## config.mk

```make
export PLATFORM = sky130hd
export DESIGN_NAME = id_ex_stage
export DESIGN_NICKNAME = d
export VERILOG_FILES = /design/src/rtl/riscv_pkg.sv /design/src/rtl/id_ex_bypass.sv /design/src/rtl/id_ex_stage.sv
export SDC_FILE = /design/constraint.sdc
export NUM_CORES = 1
export LEC_CHECK = 0
export CAP_MARGIN = 40
export CORE_AREA = 4 4 254 256
export DETAILED_ROUTE_END_ITERATION = 6
export DIE_AREA = 0 0 258 260
export GPL_TIMING_DRIVEN = 1
export HOLD_SLACK_MARGIN = 0.06
export PLACE_DENSITY_LB_ADDON = 0.2
export SLEW_MARGIN = 20
export SYNTH_ARGS = -nofsm -noshare
export SYNTH_HDL_FRONTEND = slang
export SYNTH_SLANG_ARGS = --single-unit
```

## constraint.sdc

```tcl
create_clock -name clk -period 4.3 [get_ports clk]
set_input_delay 0.86 -clock clk [delete_from_list [all_inputs] [get_ports clk]]
set_output_delay 0.86 -clock clk [all_outputs]
set_load 0.05 [all_outputs]
```

## src/rtl/riscv_pkg.sv

```systemverilog
// Shared pipeline types: widths, packed control word, ID/EX bundle.
package riscv_pkg;

  localparam int XLEN = 64;
  localparam int RAW  = 5;

  typedef struct packed {
    logic       RegWrite;
    logic       MemRead;
    logic       MemWrite;
    logic       MemtoReg;
    logic       ALUSrc;
    logic       Branch;
    logic [1:0] ALUOp;
  } ctrl_t;

  localparam int    CW          = $bits(ctrl_t);
  localparam ctrl_t CTRL_BUBBLE = '0;

  typedef struct packed {
    logic [XLEN-1:0] pc;
    logic [XLEN-1:0] imm;
    logic [XLEN-1:0] op1;
    logic [XLEN-1:0] op2;
    logic [RAW-1:0]  rs1;
    logic [RAW-1:0]  rs2;
    logic [RAW-1:0]  rd;
    ctrl_t           ctrl;
  } id_ex_t;

endpackage

```

## src/rtl/id_ex_bypass.sv

```systemverilog
// Write-back operand select; pass-through unless ID_EX_BYPASS_EN is defined.
module id_ex_bypass
  import riscv_pkg::*;
(
  input  logic [RAW-1:0]  rs,
  input  logic [XLEN-1:0] val,
  input  logic            wb_RegWrite,
  input  logic [RAW-1:0]  wb_rd,
  input  logic [XLEN-1:0] wb_data,
  output logic [XLEN-1:0] op
);

`ifdef ID_EX_BYPASS_EN
  logic hit;

  // x0 is hardwired, so a write to it must never forward
  assign hit = wb_RegWrite && (wb_rd != '0) && (wb_rd == rs);
  assign op  = hit ? wb_data : val;
`else
  logic unused_wb;

  assign unused_wb = ^{wb_RegWrite, wb_rd, wb_data, rs};
  assign op        = val;
`endif

endmodule

```

## src/rtl/id_ex_stage.sv

```systemverilog
// ID/EX pipeline register with valid/ready, flush and write-back snoop.
// Forwarding enabled by defining ID_EX_BYPASS_EN.
module id_ex_stage
  import riscv_pkg::*;
(
  input  logic            clk,
  input  logic            reset,
  input  logic            in_valid,
  output logic            in_ready,
  input  logic            flush,
  input  logic [XLEN-1:0] id_pc,
  input  logic [XLEN-1:0] id_imm,
  input  logic [XLEN-1:0] ReadData1,
  input  logic [XLEN-1:0] ReadData2,
  input  logic [RAW-1:0]  id_rs1,
  input  logic [RAW-1:0]  id_rs2,
  input  logic [RAW-1:0]  id_rd,
  input  logic [CW-1:0]   id_ctrl,
  input  logic            wb_RegWrite,
  input  logic [RAW-1:0]  wb_rd,
  input  logic [XLEN-1:0] wb_data,
  output logic            out_valid,
  input  logic            out_ready,
  output logic [XLEN-1:0] ex_pc,
  output logic [XLEN-1:0] ex_imm,
  output logic [XLEN-1:0] ex_op1,
  output logic [XLEN-1:0] ex_op2,
  output logic [RAW-1:0]  ex_rs1,
  output logic [RAW-1:0]  ex_rs2,
  output logic [RAW-1:0]  ex_rd,
  output logic [CW-1:0]   ex_ctrl,
  output logic [31:0]     bubble_count
);

  id_ex_t          q;
  logic            valid_q;
  logic            accept;
  logic [XLEN-1:0] ld_op1;
  logic [XLEN-1:0] ld_op2;
  logic [XLEN-1:0] sn_op1;
  logic [XLEN-1:0] sn_op2;

  assign in_ready = !valid_q || out_ready;
  assign accept   = in_valid && in_ready && !flush;

  id_ex_bypass u_ld1 (
    .rs          (id_rs1),
    .val         (ReadData1),
    .wb_RegWrite (wb_RegWrite),
    .wb_rd       (wb_rd),
    .wb_data     (wb_data),
    .op          (ld_op1)
  );

  id_ex_bypass u_ld2 (
    .rs          (id_rs2),
    .val         (ReadData2),
    .wb_RegWrite (wb_RegWrite),
    .wb_rd       (wb_rd),
    .wb_data     (wb_data),
    .op          (ld_op2)
  );

  id_ex_bypass u_sn1 (
    .rs          (q.rs1),
    .val         (q.op1),
    .wb_RegWrite (wb_RegWrite),
    .wb_rd       (wb_rd),
    .wb_data     (wb_data),
    .op          (sn_op1)
  );

  id_ex_bypass u_sn2 (
    .rs          (q.rs2),
    .val         (q.op2),
    .wb_RegWrite (wb_RegWrite),
    .wb_rd       (wb_rd),
    .wb_data     (wb_data),
    .op          (sn_op2)
  );

  always_ff @(posedge clk or negedge reset) begin
    if (!reset) begin
      valid_q      <= 1'b0;
      q            <= '0;
      bubble_count <= '0;
    end else begin
      if (!valid_q)
        bubble_count <= bubble_count + 32'd1;
      if (flush) begin
        valid_q <= 1'b0;
        q.ctrl  <= CTRL_BUBBLE;
      end else if (accept) begin
        valid_q <= 1'b1;
        q.pc    <= id_pc;
        q.imm   <= id_imm;
        q.op1   <= ld_op1;
        q.op2   <= ld_op2;
        q.rs1   <= id_rs1;
        q.rs2   <= id_rs2;
        q.rd    <= id_rd;
        q.ctrl  <= ctrl_t'(id_ctrl);
      end else if (out_ready || !valid_q) begin
        valid_q <= 1'b0;
        q.ctrl  <= CTRL_BUBBLE;
      end else begin
        // stalled: keep held operands coherent with the register file
        q.op1 <= sn_op1;
        q.op2 <= sn_op2;
      end
    end
  end

  assign out_valid = valid_q;
  assign ex_pc     = q.pc;
  assign ex_imm    = q.imm;
  assign ex_op1    = q.op1;
  assign ex_op2    = q.op2;
  assign ex_rs1    = q.rs1;
  assign ex_rs2    = q.rs2;
  assign ex_rd     = q.rd;
  assign ex_ctrl   = q.ctrl;

endmodule

```

# --- After elaboration in Yosys (flattened, before gate mapping) ---
# Cells that the tools add are included.
totals:
  register_bits: 312
  latch_bits: 0
  ramBits: 0
  mem_bits_ro: 0
  in_bits: 354
  out_inout_bits: 313
  wordCells: 31
  n_memories: 0
classes:
  n_addsub: 1
  multipliers: 0
  div: 0
  n_lt_le_gt_ge: 0
  eq_ne: 0
  shifts: 0
  n_mux: 6
  n_bitwise: 1
  n_reduce_logical: 7
ops:
  columns: ["op", "count"]
  rows:
  - ["adder 32 x 1 -> 32 bit, second input constant", 1]
  - ["two-way mux 8 bit", 3]
  - ["two-way mux 1 bit", 3]
  - ["nonzero test 3 bit", 1]
  - ["logical AND 1 bit", 2]
  - ["zero test 1 bit", 2]
  - ["AND reduction 2 bit", 1]
  - ["logical OR 1 bit", 1]
  - ["NOT 1 bit", 1]

# --- Longest topological paths before layout ---
depth:
  word_depth: 6
  ltp_mapped: 7
  mapped_depth_nobuf: 5

# --- Cells and area by module ---
# From an unflattened synthesis, not the netlist that was laid out.
hier_totals:
  cells_unflattened: 1299
  hier_area_um2: 14870.5
modules_own_cells:
  columns: ["module", "instances", "cells_each", "area_per_inst_um2", "seq_area_each_um2"]
  rows:
  - ["id_ex_stage", 1, 1043, 12948.7, 7807.5]
  - ["id_ex_bypass", 4, 64, 480.5, 0.0]

# --- Worst setup path before layout ---
# No wires, ideal clock.
synth_timing:
  path_type: "register to output"
  start: "register valid_q, in the netlist out_valid"
  end: "output port in_ready"
  arrival_time_ns: 1.219
  required_ns: 3.440
  slack_ns: 2.221
  stages_incl_launch_ff: 4
  n_path_buf: 1
  path_cell_list: "dfrtp_1 > buf_6 > nor2b_4 > inv_1"
synth_between:
  elab_chain_cells: 2
synth_lines:
  columns: ["item", "line_no", "source"]
  rows:
  - ["start: declaration", "id_ex_stage.sv:36", "logic valid_q;"]
  - ["start signal: assignment", "id_ex_stage.sv:84", "valid_q <= 1'b0;"]
  - ["start signal: assignment", "id_ex_stage.sv:91", "valid_q <= 1'b0;"]
  - ["start signal: assignment", "id_ex_stage.sv:94", "valid_q <= 1'b1;"]
  - ["zero test 1 bit", "id_ex_stage.sv:43", "assign in_ready = !valid_q || out_ready;"]
  - ["logical OR 1 bit", "id_ex_stage.sv:43", null]
  - ["end: declaration", "id_ex_stage.sv:9", "output logic in_ready,"]
# No other way between the ends.

# --- Final worst setup path ---
layout_timing:
  start: "input port out_ready"
  end: "output port in_ready"
layout_between:
  elab_chain_cells: 1
layout_lines:
  columns: ["item", "line_no", "source"]
  rows:
  - ["start: declaration", "id_ex_stage.sv:23", "input logic out_ready,"]
  - ["logical OR 1 bit", "id_ex_stage.sv:43", null]
# No other way between the ends.

==> results_dict.tcl <==
set metrics [dict create \
    status "completed" \
    synth.area.mux_share_pct 29.5 \
    grt_pass1_wl_um 61500 \
    post-place-ws_ns 1.13 \
    power_mw 11.0 \
    area_growth_pct 61.6 \
    cpPeakStageDelay_ns 0.81 \
    use_met3_pct 4.37 \
    drt-pass1-iter-count 4 \
    post_synth.cell_area_avg_um2 17.8 \
    hold_class "in -> async" \
    hold_viol 0 \
    finClkSkew_ns 0.0109 \
    use_met1_pct 13.3 \
    routedWlPerCell_um 18.9 \
    synth_cells 725 \
    die-area_um2 67100 \
    final_common_cell "clkdlybuf4s50_1" \
    path_max_fanout 3 \
    cts_resized 0 \
    multi_input_area_um2 4570 \
    nNetsFinal 1694 \
    dieHeight_um 260 \
    synth-xor-area-share_pct 2.10 \
    p_per_area_nw_per_um2 525 \
    synth_fa_ha_area_share_pct 0.0968 \
    syn_nets 1080 \
    grt-ovfl-total 0 \
    critPathRequiredTime_ns 3.44 \
    clkTransAtPathRegs_ns 0.05 \
    cts.sink_count 312 \
    port_buffers 596 \
    yosysUniqueCellTypes 30 \
    cts_max_level 2 \
    tns_ns 0 \
    gr-max-usage-layer "met2" \
    cts_hold_buf 0 \
    final_area_um2 20900 \
    via_per_inst 3.79 \
    cts_tree "yes" \
    cts_buffers 41 \
    place_area_um2 19600 \
    start_util_pct 20.7 \
    ctsRootBufferMaster "clkbuf_16" \
    antenna_found_initial 2 \
    max_freq_mhz 316 \
    fin_ws_ns 1.13 \
    dpl.hpwl_um 30700 \
    ant_nets 0 \
    finalSetupViolCount 0 \
    seq_area_um2 7810 \
    syn_area_um2 12900 \
    critPathKind "in -> out" \
    grt_usage_pct 11.9 \
    drive_above_1_share_pct 25.5 \
    via_count 8398 \
    ys_warn_count 0 \
    clockBufferDepth 3 \
    dp_cells 2142 \
    arrival_ns 2.31 \
    nFillCells 6214 \
    cp_slowest_cell "clkdlybuf4s50_1" \
    clk_latency_ns 0.53 \
    grt_max_degree 119 \
    rsz0062_at_grt "no" \
    synthSimpleGateAreaFrac_pct 3.06 \
    p_leak_nw 8.77 \
    ys_ff_latch 312 \
    cts_setup_buffers 0 \
    critPathLaunchType "primary input" \
    slew_headroom_pct 38.6 \
    period_share_pct 73.7 \
    utilization_pct 33.4 \
    crit_top_cell "clkdlybuf4s50_1" \
    synth_top_family_by_area "multiplexers" \
    hold_ws_ns 0.383 \
    grt_pass1_vias 9365 \
    drc 0 \
    slew_violations 0 \
    worst_pin_slew_ns 0.921 \
    drtIter0Drc 258 \
    drt-total-wl_um 41900 \
    io_pins 667 \
    stdcell_count 2214 \
    crit_chain "clkdlybuf4s50_1 > nor2b_4 > inv_1 > clkdlybuf4s50_1" \
    cp-end-kind "output port" \
    final_cell_mix "595 x clkdlybuf4s50_1, 312 x dfrtp_1, 200 x mux2_4" \
    gp_congestion 0.744 \
    core_um2 62500 \
    synth_compound_area_share_pct 0.542 \
    period_minus_slack_ns 3.17 \
    peakVddDrop_v 0.000272 \
    seq_area_frac_synth_pct 60.4 \
    die_w_um 258 \
    core.rowCount 92 \
    maxCapViolations 0 \
    globalRouteMet2Util_pct 21.0 \
]
## synthesized netlist by cell type
library cell | count | area [um^2]
nand3_2 | 1 | 10.0
ha_1 | 1 | 12.5
nor3b_2 | 1 | 12.5
buf_6 | 4 | 45.0
inv_1 | 1 | 3.75
a22o_1 | 8 | 70.1
buf_2 | 1 | 5.00
nand4_1 | 13 | 81.3
nor4_1 | 2 | 12.5
mux2_4 | 200 | 3000
dfrtp_1 | 312 | 7810
nor4_2 | 1 | 12.5
and4_1 | 5 | 43.8
and3_1 | 8 | 50.1
nor2_1 | 5 | 18.8
and2_1 | 3 | 18.8
buf_12 | 22 | 440
nor3_1 | 1 | 5.00
clkbuf_2 | 1 | 5.00
mux2_2 | 72 | 811
clkbuf_1 | 1 | 3.75
nor3_2 | 1 | 10.0
buf_4 | 7 | 52.6
xnor2_1 | 27 | 236
xor2_1 | 4 | 35.0
nand2b_1 | 1 | 6.26
nor2b_1 | 2 | 12.5
nand3_1 | 13 | 65.1
nor2b_4 | 1 | 13.8
nand2_1 | 6 | 22.5
## registers in the layout, summed over array words and instances, names as in the netlist
name	count
ex_op1	64
ex_op2	64
ex_rs2	5
ex_ctrl	8
ex_pc	64
ex_rd	5
bubble_count	32
ex_rs1	5
out_valid	1
ex_imm	64
## cells by family after synthesis
group,Yosys count
buffers and inverters,37
adders and majority gates,1
and+or+nand+nor,64
DFF,312
muxes,272
xor gates and xnor gates,31
AOI/OAI and AO/OA,8
## report_power, final
part	switching [mW]	internal (mW)
sequential	0.299	3.41
combinational	2.35	1.60
clock	1.32	1.98
## layout make-up
| type | count | area share, % |
|---|---|---|
| Sequential cell | 312 | 37.4 |
| Timing Repair Buffer | 607 | 29.5 |
| Multi-Input combinational cell | 376 | 21.9 |
| Clock buffer | 64 | 5.96 |
| Tap cell | 846 | 5.07 |
| Clock inverter | 7 | 0.234 |
| Inverter | 1 | 0.0180 |
| Antenna cell | 1 | 0.0120 |
## critical path: cells and delay by family
family	cells	cell delay, ns
buf+inv	3	1.38
simple gates	1	0.06
## path summary, 6_finish.rpt
check	start	endpoint	slack [ns]	cells after the start
setup / recovery	out_ready	in_ready	1.13	4
hold / removal	reset	ex_op1[26]$_DFFE_PN0P_	0.38	1
setup reg to reg	out_valid$_DFFE_PN0P_	ex_pc[57]$_DFFE_PN0P_	1.89	5
hold reg to reg	bubble_count[31]$_DFFE_PN0N_	bubble_count[31]$_DFFE_PN0N_	0.48	1
max in group asynchronous	reset	ex_pc[4]$_DFFE_PN0P_	2.96	2
min in group clk	bubble_count[31]$_DFFE_PN0N_	bubble_count[31]$_DFFE_PN0N_	0.48	1
## routing by layer
layer	up-vias	share of wire [%]
met1	4208	37
met4	2	3.2
met2	314	52
met5	-	0.031
met3	75	7.9
li1	3799	-
No activity file was read; power rests on OpenSTA's default activity.
